<file path="src/rtl/shift_issue_stage.sv">
// shift_issue_stage
//   Execute-entry stage in front of the barrel shifter. Decodes MIPS R-type
//   shift instructions (SLL/SRL/SRA/SLLV/SRLV/SRAV) at accept time and hands
//   the decoded operands to the shifter through a 2-entry valid/ready FIFO.
//   Non-shift instructions pass through with sh_ops 0 (shifter outputs 0).
//
// Ports
//   clk, rst          clock, synchronous active-high reset (priority over flush)
//   flush             drop all buffered entries and any same-cycle input
//   in_valid/in_ready upstream handshake; in_ready depends on registered state only
//   instr, rs_val, rt_val  instruction word and register operands
//   out_valid/out_ready    shifter-side handshake
//   in, shamt, sh_ops, rd, is_shift  head-entry payload, all 0 while empty
module shift_issue_stage #(
    parameter int unsigned DEPTH = 2
) (
    input  logic        clk,
    input  logic        rst,
    input  logic        flush,
    input  logic        in_valid,
    output logic        in_ready,
    input  logic [31:0] instr,
    input  logic [31:0] rs_val,
    input  logic [31:0] rt_val,
    output logic        out_valid,
    input  logic        out_ready,
    output logic [31:0] in,
    output logic [4:0]  shamt,
    output logic [1:0]  sh_ops,
    output logic [4:0]  rd,
    output logic        is_shift
);

    localparam int unsigned DATA_W  = 32;
    localparam int unsigned SHAMT_W = 5;
    localparam int unsigned REG_W   = 5;
    localparam int unsigned OPS_W   = 2;
    localparam int unsigned CNT_W   = 2;

    localparam logic [CNT_W-1:0] FULL  = CNT_W'(DEPTH);
    localparam logic [CNT_W-1:0] EMPTY = CNT_W'(0);

    // Shifter opcode encoding
    localparam logic [OPS_W-1:0] OPS_NONE = OPS_W'(0);
    localparam logic [OPS_W-1:0] OPS_SRL  = OPS_W'(1);
    localparam logic [OPS_W-1:0] OPS_SRA  = OPS_W'(2);
    localparam logic [OPS_W-1:0] OPS_SLL  = OPS_W'(3);

    // R-type funct codes
    localparam logic [5:0] FN_SLL  = 6'h00;
    localparam logic [5:0] FN_SRL  = 6'h02;
    localparam logic [5:0] FN_SRA  = 6'h03;
    localparam logic [5:0] FN_SLLV = 6'h04;
    localparam logic [5:0] FN_SRLV = 6'h06;
    localparam logic [5:0] FN_SRAV = 6'h07;

    typedef struct packed {
        logic [DATA_W-1:0]  data;
        logic [SHAMT_W-1:0] shamt;
        logic [OPS_W-1:0]   ops;
        logic [REG_W-1:0]   rd;
        logic               is_shift;
    } entry_t;

    entry_t           dec;
    entry_t           head_q, head_d;
    entry_t           tail_q, tail_d;
    logic [CNT_W-1:0] count_q, count_d;
    logic             push, pop;

    // Instruction bits and rs bits the decoder never looks at
    logic unused_bits;
    assign unused_bits = ^{instr[25:16], rs_val[31:5]};

    assign push = in_valid && in_ready && !flush;
    assign pop  = out_valid && out_ready && !flush;

    // Decode of the incoming instruction; operands captured as decoded fields
    always_comb begin
        dec          = '0;
        dec.data     = rt_val;
        dec.rd       = instr[15:11];
        if (instr[31:26] == 6'd0) begin
            case (instr[5:0])
                FN_SLL: begin
                    dec.ops      = OPS_SLL;
                    dec.shamt    = instr[10:6];
                    dec.is_shift = 1'b1;
                end
                FN_SRL: begin
                    dec.ops      = OPS_SRL;
                    dec.shamt    = instr[10:6];
                    dec.is_shift = 1'b1;
                end
                FN_SRA: begin
                    dec.ops      = OPS_SRA;
                    dec.shamt    = instr[10:6];
                    dec.is_shift = 1'b1;
                end
                FN_SLLV: begin
                    dec.ops      = OPS_SLL;
                    dec.shamt    = rs_val[4:0];
                    dec.is_shift = 1'b1;
                end
                FN_SRLV: begin
                    dec.ops      = OPS_SRL;
                    dec.shamt    = rs_val[4:0];
                    dec.is_shift = 1'b1;
                end
                FN_SRAV: begin
                    dec.ops      = OPS_SRA;
                    dec.shamt    = rs_val[4:0];
                    dec.is_shift = 1'b1;
                end
                default: begin
                    dec.ops      = OPS_NONE;
                end
            endcase
        end
    end

    // FIFO next state: head slot drives the outputs directly, tail is the
    // second entry. An emptied head is cleared so the payload reads 0.
    always_comb begin
        count_d = count_q;
        head_d  = head_q;
        tail_d  = tail_q;
        case ({push, pop})
            2'b10: begin
                count_d = count_q + CNT_W'(1);
                if (count_q == EMPTY) begin
                    head_d = dec;
                end else begin
                    tail_d = dec;
                end
            end
            2'b01: begin
                count_d = count_q - CNT_W'(1);
                head_d  = (count_q == FULL) ? tail_q : '0;
                tail_d  = '0;
            end
            2'b11: begin
                // Only reachable with one entry: new entry replaces the head
                head_d = dec;
            end
            default: begin
                count_d = count_q;
            end
        endcase
    end

    // State and registered handshake flags
    always_ff @(posedge clk) begin
        if (rst || flush) begin
            count_q   <= EMPTY;
            head_q    <= '0;
            tail_q    <= '0;
            in_ready  <= 1'b1;
            out_valid <= 1'b0;
        end else begin
            count_q   <= count_d;
            head_q    <= head_d;
            tail_q    <= tail_d;
            in_ready  <= (count_d != FULL);
            out_valid <= (count_d != EMPTY);
        end
    end

    assign in       = head_q.data;
    assign shamt    = head_q.shamt;
    assign sh_ops   = head_q.ops;
    assign rd       = head_q.rd;
    assign is_shift = head_q.is_shift;

endmodule

</file>
<file path="config.mk">
export PLATFORM = sky130hd
export DESIGN_NAME = shift_issue_stage
export DESIGN_NICKNAME = d
export VERILOG_FILES = /design/src/rtl/shift_issue_stage.sv
export SDC_FILE = /design/constraint.sdc
export NUM_CORES = 1
export LEC_CHECK = 0
export ABC_AREA = 0
export ABC_CLOCK_PERIOD_IN_PS = 3120
export CORE_MARGIN = 1.5
export CORE_UTILIZATION = 45
export CTS_BUF_LIST = sky130_fd_sc_hd__clkbuf_4
export CTS_CLUSTER_DIAMETER = 30
export DETAILED_ROUTE_END_ITERATION = 8
export PLACE_DENSITY = 0.82
export REMOVE_ABC_BUFFERS = 1
export SYNTH_ARGS = -nofsm -noshare
export SYNTH_HDL_FRONTEND = slang
export SYNTH_SLANG_ARGS = --single-unit
export TNS_END_PERCENT = 50
</file>
<file path="constraint.sdc">
create_clock -name clk -period 3.12 [get_ports clk]
set_input_delay 0.624 -clock clk [delete_from_list [all_inputs] [get_ports clk]]
set_output_delay 0.624 -clock clk [all_outputs]
set_load 0.03 [all_outputs]
</file>
==> metrics.md, run 1 <==
| Metric | Value |
|---|---|
| Clk_skew | roughly 13 ps |
| Post-Syn Area | 3850 µm² |
| Commonest cells after routing, fill and taps aside | clkdlybuf4s50_1 (110), dfxtp_1 (94), a21oi_1 (85) |
| Final Hold Violating Endpoints | 0 |
| I/O pins | about 150 |
| CTS tree | yes |
| Core area | slightly above 8000 µm² |
| Worst Path Required | 3460 ps |
| RSZ-0062 raised after global routing | false |
| Number of global-route vias before repair | 3469 |
| DP HPWL | between 6000 and 7000 µm |
| Clock Root Buffer | clkbuf_4 |
| Cts repair resizes | 0 |
| Status | finished clean |
| Initial Util | 46.62% |
| Hold Startpoint | tail_q[7]$_SDFFE_PP0P_ |
| Fraction of layout instances using a drive strength above 1 | between 6 and 7% |
| Sequential share of the synthesized area | 48.88% |
| Number of max-slew violations in the final report | 0 |
| Antenna violations before repair | 0 |
| Post-CTS Setup Bufs | 0 |
| PnR worst setup slack | around 430 ps |
| WL final | approximately 9600 µm |
| Fin cells | 644 |
| Largest net degree at the start of global routing | 57 |
| Mux contribution to synthesized area | between 1 and 1.5% |
| Rows | 33 |
| Synth Area in Compound Gates | between 20% and 30% |
| Slowest-stage cell, CP | clkdlybuf4s50_1 |
| Clock-pin slew of the registers on the worst-case setup and hold paths | 130 ps |
| Fin crit share | 86.16% |
| Area of the die | 9119 µm² |
| Worst reg2reg path depth | 7 |
| Worst skew pair latency | 410 ps |
| WL/cell | 14.93 µm |
| ANT cells | 0 |
| Reg2Reg Launch Point | in_ready$_SDFF_PP1_ |
| Avg Cell Area, Syn | 8.632 µm² |
| Main combinational cell family by area after synthesis | compound AO/OA/AOI/OAI gates |
| Residual DRC count | 0 |
| CP max stage delay | approximately 420 ps |
| Worst-Margin Slew | 984.0 ps |
| Iteration-0 DRC count of the detailed router | 143 |
| Kind of critical path | in -> reg |
| Die H | 95.50 µm |
| Final net count | 641 |
| CP Launch Type | input port |
| Worst hold stages | 2 |
| GPL Wtd Cong | approximately 0.77 |
| #FFs+latches synth | 94 |
| GRT overflow | 0 |
| Post-Synth Simple-Gate Area | 16.09% |
| Max-slew headroom | 34.25% |
| Synth Instances | 446 |
| Pwr Density | between 300 and 400 nW/µm² |
| PortBufs | 110 |
| FMAX | between 300 and 400 MHz |
| Routed vias/inst | 5.488 |
| Synth Area in XOR/XNOR | 0.9100% |
| Number of buffers created by CTS | 9 |
| Worst EP arrival | between 3000 and 4000 ps |
| CTS max path bufs | 2 |
| Max rail drop VDD | between 0.0002 and 0.00025 V |
| Worst Setup End Kind | flip-flop |
| Antenna-violating nets left | 0 |
| Unique cell type count in the Yosys netlist | 32 |
| DP Worst Slack | -4.433 ps |
| Leak pwr | 1.800 nW |
| Dpl cells | 631 |
| Critical Path Most Common Cell | buf_4 |
| Min-Delay Path Class | reg -> reg |
| Final setup violation count | 0 |
| Htree depth | 3 |
| Max cap viols | 0 |
| Synth Warn # | 0 |
| TritonCTS sink count | 94 |
| R2R setup slack | 760 ps |
| CTS hold repair buffers | 0 |
| Adder-cell share of the synthesized area | 0.9750% |
| Area grow syn2layout | 33.57% |
| Worst Path Max Fanout | a little over 40 |
| Die width | 95.50 µm |
| Capture instance of the worst register-to-register path | shamt[0]$_SDFFE_PP0P_ |
| Routed vias | about 3500 |
| Worst path cell trace | clkdlybuf4s50_1 > buf_4 > nor2_1 > ha_2 > buf_4 > buf_4 > nand3b_1 > nor4b_1 > a21oi_1 > o22ai_1 |
| DRT Pass-1 Iters | 4 |
| Worst Hold End | tail_q[7]$_SDFFE_PP0P_ |
| Clock period minus final worst setup slack | between 2000 and 3000 ps |
| Worst hold margin | 483.0 ps |
| GR Util All Layers | between 20 and 25% |
| First-pass GRT wire length | approximately 16000 µm |
| Commonest non-fill, non-tap cell in the layout | clkdlybuf4s50_1 |
sequential cells by signal, indices dropped and copies added (netlist names):
name,count
out_valid,1
in_ready,1
tail_q,45
is_shift,1
sh_ops,2
shamt,5
rd,5
in,32
count_q,2
worst max-delay path, delay by kind of cell:
kind	cells	cell delay [ps]
and+or+nand+nor	3	820
adders and majority gates	1	260
buffers and inverters	4	1100
AOI/OAI and AO/OA	2	210
cells in the mapped netlist, drive strengths merged:
cell type	count	area, µm²
o31ai	2	28.78
or4	2	18.77
o21a	1	7.510
mux2i	5	50.05
nand2	3	11.26
clkbuf	30	112.6
inv	4	15.01
nor4b	6	67.56
nand2b	1	6.260
nand3b	2	15.01
nor3b	1	7.510
or3	1	11.26
buf	12	52.55
a211oi	1	7.510
ha	3	37.54
dfxtp	94	1882
nor2b	37	231.5
nand3	4	20.02
xor2	1	8.760
o21ai	41	205.2
nor2	53	198.9
or2	5	31.28
a21oi	86	430.4
o22ai	5	31.28
a22oi	38	285.3
a32o	5	50.05
xnor2	3	26.28
cell families after synthesis:
kind of cell             Yosys count
multiplexers                       5
AND/OR/NAND/NOR                  115
flip-flops                        94
XOR/XNOR                           4
buffers and inverters             46
AO/OA/AOI/OAI                    179
adder cells (fa/ha/maj)            3
stage by stage:
stage / power [mW] / TNS, ps / area, µm² / util [%]
final: 2.045 / 0 / 5142 / 62.27
after global routing: 2.140 / 0 / 5142 / 62.27
after CTS: 2.068 / 0 / 5142 / 62.27
after detailed placement: 1.571 / -4.433 / 5057 / 61.24
after global placement: 1.566 / 0 / 5057 / 61.24
after floorplan: 1.407 / -88320 / 3685 / -
metal layers:
metal	up-vias	wire length (µm)	track usage [%]
met5	-	0	0
met4	0	122	7.843
met3	12	530	3.828
met2	106	4689	37.53
met1	1662	4273	26.91
li1	1754	-	-
final cells by class:
type	instances	area, µm²
Inverter	4	15.01
Clock buffer	9	67.56
Clock inverter	4	17.52
Tap cell	105	131.4
Sequential cell	94	1882
Fill cell	722	3115
Multi-Input combinational cell	306	1826
Timing Repair Buffer	122	1204
worst max path at each step:
stage,start,cells after the start,end,slack [ps]
floorplan,out_ready,8,shamt[0]$_SDFFE_PP0P_,-1400
global placement,in_valid,8,tail_q[6]$_SDFFE_PP0P_,60
detailed placement,flush,10,shamt[2]$_SDFFE_PP0P_,-4
CTS,flush,10,shamt[2]$_SDFFE_PP0P_,430
global route,flush,10,shamt[2]$_SDFFE_PP0P_,260
finish,flush,10,shamt[2]$_SDFFE_PP0P_,430
power by group:
group / switching (mW) / internal [mW] / total (mW)
sequential: 0.0125 / 1.22 / 1.23
combinational: 0.156 / 0.154 / 0.310
clock: 0.356 / 0.144 / 0.500
Note: power is estimated with default switching activity, not from simulation.
==> run 2: changes to the inputs <==
--- a/config.mk
+++ b/config.mk
@@ -14,6 +14,7 @@
 export DETAILED_ROUTE_END_ITERATION = 8
 export PLACE_DENSITY = 0.82
 export REMOVE_ABC_BUFFERS = 1
+export SKIP_LAST_GASP = 1
 export SYNTH_ARGS = -nofsm -noshare
 export SYNTH_HDL_FRONTEND = slang
 export SYNTH_SLANG_ARGS = --single-unit
==> results of run 2 <==
No change in the layout: final DEF, timing and power equal those of run 1.
